$ cat src/rtl/jtexterm_sub_comm.sv
// Sub-CPU side of the main/sub shared comm RAM: decodes the sub bus window,
// issues one port-1 RAM transaction per CPU cycle and holds WAIT until it completes.
module jtexterm_sub_comm #(
    parameter int          AW      = 13,
    parameter logic [15:0] BASE    = 16'hC000,
    parameter int          MAXWAIT = 4
) (
    input  logic          clk,
    input  logic          rst_n,
    input  logic          snd_rstn,
    input  logic [15:0]   sub_A,
    input  logic          sub_mreq_n,
    input  logic          sub_rd_n,
    input  logic          sub_wr_n,
    input  logic [7:0]    sub_cpu_dout,
    output logic [7:0]    sub_cpu_din,
    output logic          sub_wait_n,
    output logic          comm_cs,
    output logic [AW-1:0] ram_addr,
    output logic [7:0]    ram_dout,
    output logic          ram_we,
    input  logic [7:0]    ram_din,
    input  logic [AW-1:0] main_addr,
    input  logic          main_we
);

    typedef enum logic [2:0] {
        S_IDLE,
        S_STALL,
        S_ACCESS,
        S_LATCH,
        S_DONE
    } state_t;

    state_t        state_q, state_d;
    logic          done_q, done_d;
    logic [3:0]    cnt_q, cnt_d;
    logic          wr_q, wr_d;
    logic          ram_we_q, ram_we_d;
    logic [AW-1:0] ram_addr_q, ram_addr_d;
    logic [7:0]    ram_dout_q, ram_dout_d;
    logic [7:0]    din_q, din_d;

    logic hit, strobe, is_wr, conflict;

    assign hit      = !sub_mreq_n && (sub_A[15:AW] == BASE[15:AW]);
    assign strobe   = !sub_rd_n || !sub_wr_n;
    assign is_wr    = !sub_wr_n;
    assign conflict = main_we && (main_addr == sub_A[AW-1:0]);

    assign comm_cs     = hit;
    assign sub_wait_n  = !(hit && strobe && !done_q);
    assign sub_cpu_din = din_q;
    assign ram_addr    = ram_addr_q;
    assign ram_dout    = ram_dout_q;
    assign ram_we      = ram_we_q;

    always_comb begin
        state_d    = state_q;
        done_d     = done_q;
        cnt_d      = cnt_q;
        wr_d       = wr_q;
        ram_we_d   = 1'b0;
        ram_addr_d = ram_addr_q;
        ram_dout_d = ram_dout_q;
        din_d      = din_q;

        case (state_q)
            S_IDLE: begin
                cnt_d = 4'd0;
                if (hit && strobe && !done_q) begin
                    if (conflict) begin
                        state_d = S_STALL;
                    end else begin
                        state_d    = S_ACCESS;
                        ram_addr_d = sub_A[AW-1:0];
                        wr_d       = is_wr;
                        ram_we_d   = is_wr;
                        if (is_wr) ram_dout_d = sub_cpu_dout;
                    end
                end
            end
            S_STALL: begin
                cnt_d = cnt_q + 4'd1;
                // Forcing after MAXWAIT clk keeps the sub CPU from starving.
                if (!conflict || cnt_q == 4'(MAXWAIT - 1)) begin
                    state_d    = S_ACCESS;
                    ram_addr_d = sub_A[AW-1:0];
                    wr_d       = is_wr && hit;
                    ram_we_d   = is_wr && hit;
                    if (is_wr && hit) ram_dout_d = sub_cpu_dout;
                end
            end
            S_ACCESS: begin
                if (wr_q) begin
                    state_d = S_DONE;
                    done_d  = 1'b1;
                end else begin
                    state_d = S_LATCH;
                end
            end
            S_LATCH: begin
                din_d   = ram_din;
                state_d = S_DONE;
                done_d  = 1'b1;
            end
            S_DONE: begin
                if (!strobe || !hit) begin
                    done_d  = 1'b0;
                    state_d = S_IDLE;
                end
            end
            default: begin
                state_d = S_IDLE;
                done_d  = 1'b0;
            end
        endcase
    end

    always_ff @(posedge clk or negedge rst_n) begin
        if (!rst_n) begin
            state_q    <= S_IDLE;
            done_q     <= 1'b0;
            cnt_q      <= 4'd0;
            wr_q       <= 1'b0;
            ram_we_q   <= 1'b0;
            ram_addr_q <= '0;
            ram_dout_q <= 8'h00;
            din_q      <= 8'hFF;
        end else if (!snd_rstn) begin
            state_q    <= S_IDLE;
            done_q     <= 1'b0;
            cnt_q      <= 4'd0;
            wr_q       <= 1'b0;
            ram_we_q   <= 1'b0;
            ram_addr_q <= '0;
            ram_dout_q <= 8'h00;
            din_q      <= 8'hFF;
        end else begin
            state_q    <= state_d;
            done_q     <= done_d;
            cnt_q      <= cnt_d;
            wr_q       <= wr_d;
            ram_we_q   <= ram_we_d;
            ram_addr_q <= ram_addr_d;
            ram_dout_q <= ram_dout_d;
            din_q      <= din_d;
        end
    end

endmodule

$ cat config.mk
export PLATFORM = sky130hd
export DESIGN_NAME = jtexterm_sub_comm
export DESIGN_NICKNAME = d
export VERILOG_FILES = /design/src/rtl/jtexterm_sub_comm.sv
export SDC_FILE = /design/constraint.sdc
export NUM_CORES = 1
export LEC_CHECK = 0
export ABC_CLOCK_PERIOD_IN_PS = 4100
export BUFFER_PORTS_ARGS = -buffer_cell sky130_fd_sc_hd__buf_2
export CAP_MARGIN = 25
export CORE_MARGIN = 8
export CORE_UTILIZATION = 52
export DETAILED_ROUTE_END_ITERATION = 6
export GPL_TIMING_DRIVEN = 0
export PLACE_DENSITY = 0.9
export SLEW_MARGIN = 20
export SYNTH_ARGS = -nofsm -noshare
export SYNTH_HDL_FRONTEND = slang
export SYNTH_SLANG_ARGS = --single-unit
$ cat constraint.sdc
create_clock -name clk -period 4.1 [get_ports clk]
set_input_delay 0.615 -clock clk [delete_from_list [all_inputs] [get_ports clk]]
set_output_delay 0.615 -clock clk [all_outputs]
set_load 0.03 [all_outputs]
==> metrics.log, run 1 <==
INFO  metric layout.nets = approximately 360
INFO  metric synth-edff-count = 0
INFO  metric cp_launch_type = flip-flop
INFO  metric vdd_ir_drop_max = approximately 0.00027 V
INFO  metric final.setup.worst_slack = ~1.6 ns
INFO  metric root_buffer = clkbuf_8
INFO  metric drt_pass1_iterations = 4
INFO  metric timing.setup.tns = 0 ns
INFO  metric routed_wire_length = between 5000 and 6000 um
INFO  metric synth_top_area_cell = dfrtp_1
INFO  metric gp_congestion = 0.8639
INFO  metric grt_start_max_net_pins = 40
INFO  metric synth.ff_latch_count = 39
INFO  metric finalInstanceArea = between 2000 and 3000 um^2
INFO  metric sequential_share_of_the_synthesized_area = 48.34%
INFO  metric synth.top_cells.by_count = dfrtp_1 (31), inv_1 (23), nor2_1 (21)
INFO  metric drt_drc_violations_left = 0
INFO  metric post_dp_cell_area = roughly 2500 um^2
INFO  metric final_critical_path_required_period = approximately 2.5 ns
INFO  metric wire_length_per_cell_after_detailed_routing = about 14 um
INFO  metric outcome = completed
INFO  metric p_leak = between 1 and 1.5 nW
INFO  metric cp_slowest_stage_delay = approximately 0.8 ns
INFO  metric r2r.worst_path.cells = 7
INFO  metric synth.cell_area = 2039 um^2
INFO  metric tritoncts = done
INFO  metric yosys.area.top_type_share = 38.04%
INFO  metric cp.depth = 7
INFO  metric dr_total_vias = 1,812
INFO  metric synth.distinct_cells = around 40
INFO  metric cts-root-to-sink-buffers = 2
INFO  metric starting_drc_count_in_detailed_routing = 90
INFO  metric worst_pin_slew = between 1 and 1.5 ns
INFO  metric viasPerCell = around 5.2
INFO  metric timing.final.setup_violations = 0
INFO  metric grt_use_total = approximately 17%
INFO  metric fin_util = a little over two thirds
INFO  metric achievable-frequency = 0.4066 GHz
INFO  metric fin_max_slew_vios = 0
INFO  metric areaGrowthSynthToFinish = 28.40%
INFO  metric synth_async_sr_flop_share = between 90% and 100%
INFO  metric cp_slowest_cell = nor3_1
INFO  metric drive_above_1_share = a little over a third
INFO  metric std_cell_rows = 22
INFO  metric ys_top_cells_by_area = dfrtp_1 (38%), dfstp_2 (10%), mux2i_1 (6.4%)
INFO  metric fp.dieArea = roughly 6200 um^2
INFO  metric syn_avg_cell_area = approximately 9.6 um^2
INFO  metric synth.most_common_cell = dfrtp_1
INFO  metric floorplan.die.width = 78.63 um
INFO  metric cts_max_level = 2
INFO  metric critical_path_buf_inv_count = 0
INFO  metric ctsResizeCount = 0
INFO  metric yosysWarningCount = 0
INFO  metric chipHeight = between 70 and 80 um
INFO  metric final_worst_path_period_share = between 50% and 60%
INFO  metric grt_remaining_overflow = 0
INFO  metric cts_setup_buffers = 0
INFO  metric postSynthNetCount = ~270
INFO  metric powerDensity = between 300 and 400 nW/um^2
INFO  metric timing.critical_path.cells = ha_1 -> nor3b_1 -> and2_1 -> nand4bb_1 -> nor2_1 -> nor3_1 -> a221oi_1
INFO  metric worst-setup-path-type = flip-flop to flip-flop
INFO  metric post_synth_inst_count = roughly 210
INFO  metric num_antenna_cells = 0
INFO  metric clock-skew-final = 0.007317 ns
INFO  metric clock_transition_at_the_registers_of_the_reported_paths = 0.08 ns
INFO  metric cp.required = between 4 and 5 ns
INFO  metric start_util = 54.88%
INFO  metric first_global_vias = 1,887
INFO  metric fill_cells = around 310
INFO  metric portBuffers = a little over 80
INFO  metric ys.flop_type = dfrtp_1
INFO  metric insertion_delay = roughly 0.29 ns
INFO  metric antenna_found_initial = 0
INFO  metric critical-path-top-delay-family = simple AND/OR/NAND/NOR gates
INFO  metric drv.max_cap_violation_count = 0
INFO  metric detailedPlace.worstSlack = 1.595 ns
INFO  metric max_fo_critical_path = 8
INFO  metric cts.hold.buffers_added = 0
INFO  metric crit_arrival = between 2 and 3 ns
INFO  metric io_pins = 84
INFO  metric core_area = 3716 um^2
INFO  metric finalHoldViolCount = 0
INFO  metric setup.worst_path.end_class = flip-flop
INFO  metric dpl.hpwl = approximately 3900 um
INFO  metric final_antenna_net_count = 0
INFO  metric slew_headroom = 31.20%
INFO  metric grt_first_pass_wirelength = approximately 8400 um
INFO  metric rsz0062_at_grt = false
INFO  metric numCtsBuffers = 5
INFO  metric worst_hold_path_type = primary input to async pin
INFO  metric cts_num_sinks = 39
[cell type report]
class / count / area [um^2] / area share (%)
buffer: 10 / 62.56 / 2.389
clock buffer: 7 / 96.34 / 3.679
clock inverter: 1 / 7.507 / 0.2867
inverter: 25 / 93.84 / 3.583
multi-input combinational: 138 / 897.1 / 34.26
sequential: 39 / 985.9 / 37.65
tap: 48 / 60.06 / 2.293
timing repair buffer: 83 / 415.4 / 15.86
[cells in the final DEF, fill, tap and decap left out, types with 2 or more instances in the layout]
| cell type | count |
|---|---|
| buf_2 | 84 |
| nor3_1 | 3 |
| clkbuf_8 | 7 |
| inv_1 | 23 |
| o21ai_0 | 12 |
| nor4_1 | 2 |
| nand4bb_1 | 2 |
| a31oi_1 | 8 |
| dfstp_2 | 8 |
| nand3_1 | 2 |
| mux2i_1 | 13 |
| a21oi_1 | 6 |
| dfrtp_1 | 31 |
| clkbuf_1 | 7 |
| nor2_1 | 21 |
| xnor2_1 | 7 |
| nor2b_1 | 17 |
| a221oi_1 | 9 |
| nand2_1 | 12 |
| and2_1 | 2 |
| o22ai_1 | 2 |
| nor3b_1 | 3 |
| a21o_1 | 2 |
[power by group]
part	leakage, nW	switching [mW]	internal (mW)
combinational	0.818	0.0852	0.0553
sequential	0.515	0.00697	0.401
clock	0.0505	0.129	0.153
total	1.38	0.221	0.610
[worst paths after layout]
check                                from        endpoint  slack (ns)
max                              cnt_q[0]     ram_dout[6]        1.64
min                                 rst_n     ram_addr[2]        0.42
max reg2reg                      cnt_q[0]     ram_dout[6]        1.64
min reg2reg                sub_cpu_din[5]  sub_cpu_din[5]        0.51
max in group asynchronous           rst_n     ram_addr[8]        3.15
min in group clk           sub_cpu_din[5]  sub_cpu_din[5]        0.51
[through the flow]
stage / power [mW] / hold WS (ns) / instances
2_1_floorplan: 0.4959 / 0.3194 / 212
4_1_cts: 0.8366 / 0.4483 / 351
3_5_place_dp: 0.5566 / 0.4985 / 343
3_3_place_gp: 0.5530 / 0.4868 / 343
6_report: 0.8304 / 0.4234 / 351
5_1_grt: 0.8715 / 0.4882 / 351
[cells by family after synthesis]
family                     count (synthesis)  share of synthesized area [%]
AOI/OAI and AO/OA                         48                          16.14
and+or+nand+nor                           68                          17.42
buffers and inverters                     35                          7.668
DFF                                       39                          48.34
xor gates and xnor gates                   8                          3.436
muxes                                     13                          6.380
adders and majority gates                  1                         0.6134
[worst register-to-register path, cell delays in order, from the launching register on]
cell and delay, ns:
dfrtp_1 0.41, ha_1 0.20, nor3b_1 0.24, and2_1 0.15
nand4bb_1 0.20, nor2_1 0.08, nor3_1 0.82, a221oi_1 0.18
[state kept, by name, indices dropped and copies added (netlist names)]
name         flops
ram_addr        13
ram_dout         8
sub_cpu_din      8
cnt_q            4
state_q          3
done_q           1
ram_we           1
wr_q             1
[layer usage]
| metal | global-route usage (%) | vias up | wire (um) |
|---|---|---|---|
| met5 | 0 | - | 0 |
| met4 | 5.370 | 0 | 70 |
| met3 | 6.150 | 7 | 260 |
| met2 | 29.08 | 44 | 2690 |
| met1 | 18.55 | 856 | 2055 |
| li1 | - | 905 | - |
(Power assumes the default switching activity.)
==> run 2, diff against run 1 <==
ABC_CLOCK_PERIOD_IN_PS = 2400   (was 4100)
CORE_UTILIZATION = 48   (was 52)
PLACE_DENSITY = 0.85   (was 0.9)
clock period = 2.4 ns   (was 4.1 ns; I/O delays follow)
==> run 2 against run 1 <==
Effect of this change:
- largest power group unchanged
- largest cell class unchanged
- final cell count up 0.57%
- die area up 6.6%
- clock skew down 0.0015 ns
- fmax up 14%
- sequential power up 71%
- critical endpoint is now ram_addr[7]
==> metrics.log, run 2 (synthesis results as in run 1) <==
INFO  metric outcome = completed (unchanged)
INFO  metric final_antenna_net_count = 0 (unchanged)
INFO  metric rsz0062_at_grt = false (unchanged)
INFO  metric start_util = 50.26% (was 54.88%)
INFO  metric std_cell_rows = 23 (was 22)
INFO  metric cts_max_level = 2 (unchanged)
INFO  metric finalHoldViolCount = 0 (unchanged)
INFO  metric grt_first_pass_wirelength = 8114 um (was 8431 um)
INFO  metric achievable-frequency = 0.4653 GHz (was 0.4066 GHz)
INFO  metric root_buffer = clkbuf_8 (unchanged)
INFO  metric cp_launch_type = flip-flop (unchanged)
INFO  metric slew_headroom = 45.19% (was 31.20%)
INFO  metric drt_drc_violations_left = 0 (unchanged)
INFO  metric fin_max_slew_vios = 0 (unchanged)
INFO  metric fp.dieArea = 6591 um^2 (was 6182 um^2)
INFO  metric drt_pass1_iterations = 4 (unchanged)
INFO  metric largest_reg_flops = 13 (unchanged)
INFO  metric areaGrowthSynthToFinish = 29.75% (was 28.40%)
INFO  metric fin_util = 65.22% (was 70.47%)
INFO  metric tritoncts = done (unchanged)
INFO  metric max_fo_critical_path = 10 (was 8)
INFO  metric area.sequential = 985.9 um^2 (unchanged)
INFO  metric chipHeight = 81.19 um (was 78.63 um)
INFO  metric worst_pin_slew = 0.8221 ns (was 1.024 ns)
INFO  metric num_antenna_cells = 0 (unchanged)
INFO  metric drive_above_1_share = 35.31% (was 34.98%)
INFO  metric first_global_vias = 1,851 (was 1,887)
INFO  metric worst-setup-path-type = flip-flop to flip-flop (unchanged)
INFO  metric worst-r2r-setup-slack = 0.25 ns (was 1.64 ns)
INFO  metric powerDensity = 565.3 nW/um^2 (was 317.1 nW/um^2)
INFO  metric crit_arrival = 2.32 ns (was 2.57 ns)
INFO  metric wire_length_per_cell_after_detailed_routing = 14.69 um (was 14.46 um)
INFO  metric final_worst_path_period_share = 89.54% (was 59.99%)
INFO  metric p_leak = 1.395 nW (was 1.384 nW)
INFO  metric portBuffers = 83 (unchanged)
INFO  metric clock-skew-final = 0.005801 ns (was 0.007317 ns)
INFO  metric fill_cells = 345 (was 308)
INFO  metric cts-root-to-sink-buffers = 2 (unchanged)
INFO  metric timing.setup.tns = 0 ns (unchanged)
INFO  metric final_critical_path_required_period = 2.149 ns (was 2.460 ns)
INFO  metric clock_transition_at_the_registers_of_the_reported_paths = 0.08 ns (about the same)
INFO  metric multi_input_area = 908.4 um^2 (was 897.1 um^2)
INFO  metric cts.hold.buffers_added = 0 (unchanged)
INFO  metric cts_num_sinks = 39 (unchanged)
INFO  metric final_common_cell = buf_2 (unchanged)
INFO  metric floorplan.die.width = 81.19 um (was 78.63 um)
INFO  metric setup.worst_path.end_class = flip-flop (unchanged)
INFO  metric grt_use_total = 15.51% (was 16.75%)
INFO  metric dpl.hpwl = 4053 um (was 3913 um)
INFO  metric insertion_delay = 0.29 ns (about the same)
INFO  metric gp_congestion = 0.8200 (was 0.8639)
INFO  metric routed_wire_length = 5184 um (was 5076 um)
INFO  metric starting_drc_count_in_detailed_routing = 84 (was 90)
INFO  metric timing.final.setup_violations = 0 (unchanged)
INFO  metric grt_remaining_overflow = 0 (unchanged)
INFO  metric layout.cells.most_common_list = buf_2 (84), dfrtp_1 (31), inv_1 (23) (unchanged)
INFO  metric antenna_found_initial = 0 (unchanged)
INFO  metric core_area = 4058 um^2 (was 3716 um^2)
INFO  metric viasPerCell = 5.266 (was 5.162)
INFO  metric cp.required = 2.57 ns (was 4.21 ns)
INFO  metric final.setup.worst_slack = 0.2510 ns (was 1.640 ns)
INFO  metric worst_hold_path_type = primary input to async pin (unchanged)
INFO  metric grt_start_max_net_pins = 40 (unchanged)
INFO  metric dr_total_vias = 1,859 (was 1,812)
INFO  metric layout.nets = 355 (unchanged)
INFO  metric detailedPlace.worstSlack = -0.1527 ns (was 1.595 ns)
INFO  metric drv.max_cap_violation_count = 0 (unchanged)
INFO  metric io_pins = 84 (unchanged)
INFO  metric vdd_ir_drop_max = 0.0005290 V (was 0.0002682 V)
INFO  metric numCtsBuffers = 5 (unchanged)
## run 2: cell types whose count changed in the layout (fill, tap and decap cells not counted), sizes merged
cell / previous run / this run
bufinv: 0 / 1
clkbuf: 14 / 13
clkinv: 1 / 2
clkinvlp: 1 / 0
## run 2: final cells by class
class / instances / share of cell area [%]
clock buffer: 6 / 3.121
buffer: 10 / 2.364
timing repair buffer: 83 / 15.70
inverter: 25 / 3.546
multi-input combinational: 138 / 34.33
tap: 50 / 2.364
sequential: 39 / 37.26
clock inverter: 2 / 1.324
## run 2: metal layers
layer  vias up  wire length [um]  GRT usage (%)
met5         -                 0              0
met4         0                51          5.179
met3         5               271          4.194
met2        48              2772          27.59
met1       896              2089          17.51
li1        910                 -              -
## run 2: where the power goes
group / internal [mW] / switching [mW] / total, mW
combinational: 0.0953 / 0.146 / 0.241
clock: 0.336 / 0.221 / 0.558
sequential: 0.686 / 0.0117 / 0.697
total: 1.12 / 0.379 / 1.50
## run 2: timing repair
item,in CTS,in global routing
setup buffers,0,0
resized for setup,1,1
endpoints found under the setup margin,8,1
## run 2: path summary, 6_finish.rpt
path	start	endpoint	cells after the start
worst min register to register	sub_cpu_din[2]	sub_cpu_din[2]	2
worst min-delay path	rst_n	state_q[1]	1
worst max-delay path	cnt_q[0]	ram_addr[7]	8
min in group clk	ram_din[5]	sub_cpu_din[5]	3
worst max register to register	cnt_q[0]	ram_addr[7]	8
max in group asynchronous	rst_n	ram_dout[6]	1
## run 2: critical path: stages, from the launching register on
cell	delay (ns)
dfrtp_1	0.42
ha_1	0.24
nor3b_1	0.16
and2_1	0.15
nand4bb_1	0.26
o21ai_4	0.34
buf_12	0.19
mux2i_1	0.20
nor2b_1	0.06
## run 2: through the flow
step           instance area [um^2]  total power, mW  std cells  hold WS, ns
2_1_floorplan                  2039           0.8471        212      0.06441
3_3_place_gp                   2517           0.9454        345       0.4873
3_5_place_dp                   2517           0.9519        345       0.4913
4_1_cts                        2640            1.508        353       0.1962
5_1_grt                        2646            1.552        353       0.2321
6_report                       2646            1.496        353       0.1680
